<file path="src/rtl/alu_arbiter.sv">
// alu_arbiter: two-requester front end for one shared, purely combinational ALU.
//
// Each requester hands over an operation (aluop, s, t, shamt) with a valid/ready
// handshake. The arbiter registers the granted operation onto alu_*, waits one
// cycle for the ALU to settle, captures alu_out/zero/overflow into the grantee's
// response registers, and holds them until the grantee takes them. Only one
// operation is ever in flight.
//
// Ports:
//   clk, rst_n                     clock, synchronous active-low reset
//   reqK_valid / reqK_ready        request handshake, K = 0, 1
//   reqK_aluop, reqK_s, reqK_t,    operation and operands of requester K
//   reqK_shamt
//   respK_valid / respK_ready      response handshake, K = 0, 1
//   respK_out, respK_zero,         captured ALU result and flags for requester K
//   respK_overflow
//   alu_aluop, alu_s, alu_t,       registered operation driving the shared ALU
//   alu_shamt
//   alu_out, alu_zero,             combinational results from the shared ALU
//   alu_overflow
//
// Build option:
//   ALU_ARB_FIXED_PRIO_EN  defined: requester 0 always wins contention.
//                          undefined: round-robin between the two requesters.
module alu_arbiter #(
  parameter int unsigned N = 32
) (
  input  logic         clk,
  input  logic         rst_n,
  input  logic         req0_valid,
  output logic         req0_ready,
  input  logic [4:0]   req0_aluop,
  input  logic [N-1:0] req0_s,
  input  logic [N-1:0] req0_t,
  input  logic [4:0]   req0_shamt,
  input  logic         req1_valid,
  output logic         req1_ready,
  input  logic [4:0]   req1_aluop,
  input  logic [N-1:0] req1_s,
  input  logic [N-1:0] req1_t,
  input  logic [4:0]   req1_shamt,
  output logic         resp0_valid,
  input  logic         resp0_ready,
  output logic [N-1:0] resp0_out,
  output logic         resp0_zero,
  output logic         resp0_overflow,
  output logic         resp1_valid,
  input  logic         resp1_ready,
  output logic [N-1:0] resp1_out,
  output logic         resp1_zero,
  output logic         resp1_overflow,
  output logic [4:0]   alu_aluop,
  output logic [N-1:0] alu_s,
  output logic [N-1:0] alu_t,
  output logic [4:0]   alu_shamt,
  input  logic [N-1:0] alu_out,
  input  logic         alu_zero,
  input  logic         alu_overflow
);

  typedef enum logic [1:0] {StIdle, StExec, StResp} state_e;

  state_e state_q;
  logic   grantee_q;   // 0: requester 0 owns the in-flight operation, 1: requester 1
  logic   grant0, grant1;
  logic   resp_taken;

`ifndef ALU_ARB_FIXED_PRIO_EN
  logic   last_grant_q;
`endif

  // Grant decision is combinational so ready can rise in the same cycle as valid.
  always_comb begin
`ifdef ALU_ARB_FIXED_PRIO_EN
    grant0 = req0_valid;
`else
    // Under contention, requester 0 wins only if requester 1 was granted last.
    grant0 = req0_valid && (!req1_valid || last_grant_q);
`endif
    grant1     = req1_valid && !grant0;
    req0_ready = (state_q == StIdle) && grant0;
    req1_ready = (state_q == StIdle) && grant1;
    resp_taken = grantee_q ? resp1_ready : resp0_ready;
  end

  always_ff @(posedge clk) begin
    if (!rst_n) begin
      state_q        <= StIdle;
      grantee_q      <= 1'b0;
`ifndef ALU_ARB_FIXED_PRIO_EN
      last_grant_q   <= 1'b1;
`endif
      alu_aluop      <= '0;
      alu_s          <= '0;
      alu_t          <= '0;
      alu_shamt      <= '0;
      resp0_valid    <= 1'b0;
      resp0_out      <= '0;
      resp0_zero     <= 1'b0;
      resp0_overflow <= 1'b0;
      resp1_valid    <= 1'b0;
      resp1_out      <= '0;
      resp1_zero     <= 1'b0;
      resp1_overflow <= 1'b0;
    end else begin
      unique case (state_q)
        StIdle: begin
          if (grant0 || grant1) begin
            alu_aluop    <= grant0 ? req0_aluop : req1_aluop;
            alu_s        <= grant0 ? req0_s     : req1_s;
            alu_t        <= grant0 ? req0_t     : req1_t;
            alu_shamt    <= grant0 ? req0_shamt : req1_shamt;
            grantee_q    <= grant1;
`ifndef ALU_ARB_FIXED_PRIO_EN
            last_grant_q <= grant1;
`endif
            state_q      <= StExec;
          end
        end
        // alu_* has been stable for a full cycle; the accept edge counts as the
        // first of the two edges before the response is visible.
        StExec: begin
          if (grantee_q) begin
            resp1_out      <= alu_out;
            resp1_zero     <= alu_zero;
            resp1_overflow <= alu_overflow;
            resp1_valid    <= 1'b1;
          end else begin
            resp0_out      <= alu_out;
            resp0_zero     <= alu_zero;
            resp0_overflow <= alu_overflow;
            resp0_valid    <= 1'b1;
          end
          state_q <= StResp;
        end
        StResp: begin
          if (resp_taken) begin
            if (grantee_q) resp1_valid <= 1'b0;
            else           resp0_valid <= 1'b0;
            state_q <= StIdle;
          end
        end
        default: state_q <= StIdle;
      endcase
    end
  end

endmodule

</file>
<file path="config.mk">
export PLATFORM = sky130hd
export DESIGN_NAME = alu_arbiter
export DESIGN_NICKNAME = d
export VERILOG_FILES = /design/src/rtl/alu_arbiter.sv
export SDC_FILE = /design/constraint.sdc
export NUM_CORES = 1
export LEC_CHECK = 0
export ABC_AREA = 1
export CAP_MARGIN = 20
export CORE_AREA = 2 2 129 131
export CTS_CLUSTER_DIAMETER = 100
export DETAILED_ROUTE_END_ITERATION = 6
export DIE_AREA = 0 0 131 133
export PLACE_DENSITY = 0.86
export SETUP_SLACK_MARGIN = 0.1
export SYNTH_ARGS = -nofsm -noshare
export SYNTH_HDL_FRONTEND = slang
export SYNTH_SLANG_ARGS = --single-unit
</file>
<file path="constraint.sdc">
create_clock -name clk -period 1.38 [get_ports clk]
set_input_delay 0.207 -clock clk [delete_from_list [all_inputs] [get_ports clk]]
set_output_delay 0.207 -clock clk [all_outputs]
set_load 0.1 [all_outputs]
</file>
# Yosys cells after proc, flatten, opt, wreduce, memory -nomap -nowiden
# Index checks and enable logic that the tools add are counted.
# Widths: inputs -> output; s select.
dict set report word_totals {
  rom_bits 0
  mem_count 0
  inputBits 188
  reg_bits 148
  ram_bits 0
  latch_bits 0
  wordCells 56
}
dict set report classes {
  muxes 16
  magnitude_cmp 0
  eq_ne 8
  reduce_logical 16
  add_sub_neg 0
  bitwise_logic 1
  shift 0
  div 0
  multipliers 0
}
# op n
set op_table {}
lappend op_table {{$mux 32} 2}
lappend op_table {{$mux 5} 2}
lappend op_table {{$ne 2x2->1 const B} 5}
lappend op_table {{$reduce_and 2->1} 4}
lappend op_table {{$reduce_and 4->1} 2}
lappend op_table {{$mux 1} 7}
lappend op_table {{$pmux 2 s3} 1}
lappend op_table {{$logic_and 1x1->1} 4}
lappend op_table {{$mux 2} 2}
lappend op_table {{$pmux 1 s2} 2}
lappend op_table {{$eq 2x1->1 const B} 1}
lappend op_table {{$eq 2x2->1 const B} 1}
lappend op_table {{$logic_not 1->1} 2}
lappend op_table {{$logic_not 2->1} 1}
lappend op_table {{$logic_or 1x1->1} 2}
lappend op_table {{$ne 2x1->1 const B} 1}
lappend op_table {{$reduce_bool 2->1} 1}
lappend op_table {{$not 1->1} 1}

# Longest topological paths before layout
# Gate-level depths: netlist (run 1).
dict set report logic_depth {
  depth_word 8
  mapped_depth 8
  ltp_nobuf 6
}

# Least setup slack after synthesis (run 1)
# OpenSTA, ideal clock, no wires.
dict set report synth_timing {
  kind {reg-to-output}
  start {register last_grant_q}
  end {output port req0_ready}
  required_ps 1173
  arrival_ps 1984
  slack_ps -811
  stages_incl_launch_ff 5
  path_cell_list {dfxtp_1 > o21ai_4 > buf_6 > buf_2 > nor2_1}
}
dict set report synth_between {
  elab_chain_cells 3
}
# element line_no
set synth_lines {}
lappend synth_lines {{from (decl)} 69} ;# logic last_grant_q;
lappend synth_lines {{from (signal assigned)} 115} ;# last_grant_q <= grant1;
lappend synth_lines {{$logic_or 1x1->1} 78} ;# grant0 = req0_valid && (!req1_valid || last_grant_q);
lappend synth_lines {{$logic_and 1x1->1} 78}
lappend synth_lines {{$logic_and 1x1->1} 81} ;# req0_ready = (state_q == StIdle) && grant0;
lappend synth_lines {{to (decl)} 31} ;# output logic req0_ready,
# No other way between the ends.

# Worst setup path in the final report (run 1)
dict set report layout_timing {
  start {register state_q[1]}
  end {register alu_s[20]}
}
dict set report layout_between {
  elab_chain_cells 2
}
# element line_no
set layout_lines {}
lappend layout_lines {{from (decl)} 63} ;# state_e state_q;
lappend layout_lines {{from (signal assigned)} 88} ;# state_q <= StIdle;
lappend layout_lines {{from (signal assigned)} 117} ;# state_q <= StExec;
lappend layout_lines {{from (signal assigned)} 134} ;# state_q <= StResp;
lappend layout_lines {{$logic_not 2->1} 106} ;# unique case (state_q)
lappend layout_lines {{$reduce_and 2->1 (no source line)} -}
lappend layout_lines {{to (signal assigned)} 110} ;# alu_s <= grant0 ? req0_s : req1_s;
lappend layout_lines {{to (decl)} 53} ;# output logic [N-1:0] alu_s,
# No other way between the ends.
# A chain may end at the register's enable or synchronous reset.

==> results.json, run 1 <==
{
  "status": "complete, but fails checks",
  "violations": "setup timing",
  "start_util_pct": 39.18,
  "drc": 0,
  "synth_cell_type_count": 16,
  "holdCritPathClass": "input pin to flop",
  "nets": 1437,
  "critical_path.max_stage_delay_ns": 0.32,
  "die_h_um": 133,
  "cts_root_buf": "clkbuf_16",
  "fillers": 747,
  "cts_tree": "done",
  "cp_data_arrival_time_ns": 1.99,
  "final_cell_area_um2": 13400,
  "grt-ovfl-total": 0,
  "holdPathEnd": "last_grant_q",
  "irDropWorstVdd_uv": 954.4,
  "cp_top_family": "buffers and inverters",
  "synth-main-ff-cell": "dfxtp_1",
  "syn_to_final_growth_pct": 111.4,
  "drtAntennaViolNets": 0,
  "synth_top_cell_by_area": "dfxtp_1",
  "worstPathMaxFanout": 8,
  "io_pins": 334,
  "synth_cells": 898,
  "cap_violations": 0,
  "setup_ws_ns": -0.3119,
  "regToRegSetupSlack_ns": -0.31,
  "r2r-start": "state_q[1]",
  "layout-drive-gt1-share_pct": 34.94,
  "syn_nets": 1086,
  "vias": 8234,
  "first_pass_iters": 6,
  "yosysTopAreaCellShare_pct": 46.76,
  "synth_warnings": 0,
  "place_congestion": 0.8173,
  "synth_common_cells": "inv_1 (152), nand2_1 (152), dfxtp_1 (148), o21ai_0 (148), a21oi_1 (146)",
  "fin_crit_sh_pct": 122.6,
  "coreArea_um2": 16170,
  "r2r-end": "alu_s[20]",
  "final_cells": 1486,
  "cts_max_level": 4,
  "die_area_um2": 17420,
  "clockBufferDepth": 2,
  "grt_pass1_vias": 7762,
  "fmax_mhz": 591.1,
  "cts_buffers": 17,
  "synth-edff-count": 0,
  "cp_common_cell": "buf_12",
  "slew_violations": 0,
  "clkTransAtPathRegs_ns": 0.06,
  "grt_pass1_wl_mm": 39.59,
  "dp.cells": 1412,
  "synth-seq-cells": 148,
  "crit_path_start_kind": "flop",
  "cp_num_buf_inv": 7,
  "ys_seq_area_share_pct": 46.76,
  "mappedNetlistArea_um2": 6336,
  "cp-end-kind": "flop",
  "critical_path_class": "flop to flop",
  "required_ns": 1.68,
  "grtUsageTotal_pct": 29.01,
  "drtIter0Drc": 650,
  "syn_area_per_cell_um2": 7.056,
  "rsz0062_at_grt": "true",
  "finClkSkew_ns": 0.01227,
  "synth_area_leaders": "dfxtp_1 (47%), o21ai_0 (12%), a21oi_1 (12%), inv_1 (9.0%), nand2_1 (9.0%)",
  "period_needed_ns": 1.692,
  "fin_util_pct": 82.84,
  "clock-sinks": 148,
  "relSlewSlack_pct": 75.72,
  "grt_max_degree": 74,
  "hold_start": "rst_n",
  "min_path_cells": 2,
  "async_flop_share_pct": 0,
  "antenna_found_initial": 4,
  "p_per_area_nw_per_um2": 1308,
  "ff2ff_path_depth": 11,
  "place_area_um2": 11570,
  "hold_viol": 0,
  "critPathSlowestCell": "dfxtp_2",
  "whs_ns": 0.1290,
  "wl_per_cell_um": 21.57,
  "setup_viol": 81,
  "numPortBuffers": 333,
  "routed_wl_mm": 32.05,
  "post-place-ws_ns": -0.3694,
  "worstMarginPinSlew_ns": 0.3603,
  "crit_chain": "inv_2 > nand2_4 > nor2_4 > buf_12 > buf_4 > buf_12 > buf_12 > buf_12 > o21ai_0 > inv_1 > a21oi_1",
  "dp.final_hpwl_mm": 17.43,
  "die_w_um": 131,
  "rows": 47,
  "viasPerCell": 5.541,
  "clock_latency_ns": 0.43,
  "power.static_leakage_nw": 5.740
}
[per-stage QoR]
step	setup TNS [ns]	total power, W
global route	-21.56	0.01795
floorplan	0	0.008709
global placement	-22.95	0.01130
CTS	-6.727	0.01637
finish	-14.94	0.01753
detailed placement	-23.75	0.01141
[flip-flops by register name (all words and copies together), names as in the netlist]
register        count
alu_s              32
alu_t              32
resp0_out          32
resp1_out          32
alu_aluop           5
alu_shamt           5
state_q             2
grantee_q           1
last_grant_q        1
resp0_overflow      1
resp0_valid         1
resp0_zero          1
resp1_overflow      1
resp1_valid         1
resp1_zero          1
[layout make-up]
class	instances	area, um^2	share of cell area [%]
diodes	4	10.01	0.07472
clock buffers	21	450.4	3.362
clock inverters	11	151.4	1.130
inverters	156	594.3	4.436
multi-input cells	527	2938	21.93
flip-flops and latches	148	3060	22.84
well taps	220	275.3	2.055
repair buffers	399	5917	44.17
[power breakdown]
part / internal, W / switching [W] / leakage, nW / total (W)
clock network: 0.00291 / 0.00197 / 0.292 / 0.00488
logic: 0.00296 / 0.00450 / 4.21 / 0.00746
registers: 0.00471 / 0.000471 / 1.24 / 0.00519
[worst max-delay path by stage]
stage | start | to | slack, ns | depth (start not counted)
after floorplan | last_grant_q | req1_ready | 0.02 | 5
after global placement | req1_valid | alu_t[0] | -0.37 | 8
after CTS | state_q[1] | req1_ready | -0.29 | 7
after global routing | state_q[1] | alu_s[20] | -0.37 | 11
final | state_q[1] | alu_s[20] | -0.31 | 11
after detailed placement | req1_valid | alu_t[10] | -0.37 | 8
[routing by layer]
| layer | up-vias | wire length (um) | global-route usage (%) |
|---|---|---|---|
| li1 | 3577 | - | - |
| met1 | 3893 | 10560 | 31.78 |
| met2 | 600 | 16090 | 50.60 |
| met3 | 164 | 3289 | 9.543 |
| met4 | 0 | 2106 | 12.47 |
| met5 | - | 0 | 0 |
[cells in the final DEF, fill, tap and decap left out, types with 3 or more instances in the layout]
master,count
a21oi_2,39
dfxtp_2,78
o21ai_4,8
nor2_1,3
buf_4,18
nand2_1,151
diode_2,4
a21oi_1,107
o21ai_0,61
buf_6,5
inv_2,8
buf_12,165
inv_1,146
bufinv_16,3
o21ai_2,58
clkinv_4,4
nand3_1,72
dfxtp_1,70
buf_16,4
o21ai_1,22
clkbuf_16,30
clkbuf_1,3
buf_8,6
clkdlybuf4s50_1,184
[kinds of logic after synthesis]
group | count (synthesis) | share of synthesized area [%]
flip-flops | 148 | 46.76
buffers and inverters | 223 | 14.38
AND/OR/NAND/NOR | 232 | 15.38
AO/OA/AOI/OAI | 295 | 23.48
[worst reg2reg max path, stage by stage (launching register included)]
cell and delay, ns:
dfxtp_2 0.32, inv_2 0.08, nand2_4 0.07, nor2_4 0.12, buf_12 0.12, buf_4 0.13
buf_12 0.13, buf_12 0.17, buf_12 0.14, o21ai_0 0.14, inv_1 0.10, a21oi_1 0.06
[repair_timing]
action                                  in CTS  in global routing
endpoints found under the setup margin      59                145
gates cloned                                 4                 16
pin swaps                                    4                 11
buffers inserted                             6                 12
resized for setup                           12                227
hold buffers                                 0                  0
(Power assumes the default switching activity.)
==> run 2, diff against run 1 <==
--- a/config.mk
+++ b/config.mk
@@ -12,6 +12,7 @@
 export DETAILED_ROUTE_END_ITERATION = 6
 export DIE_AREA = 0 0 131 133
 export PLACE_DENSITY = 0.86
+export RECOVER_POWER = 100
 export SETUP_SLACK_MARGIN = 0.1
 export SYNTH_ARGS = -nofsm -noshare
 export SYNTH_HDL_FRONTEND = slang
==> results of run 2 <==
No change in the layout: final DEF, timing and power equal those of run 1.
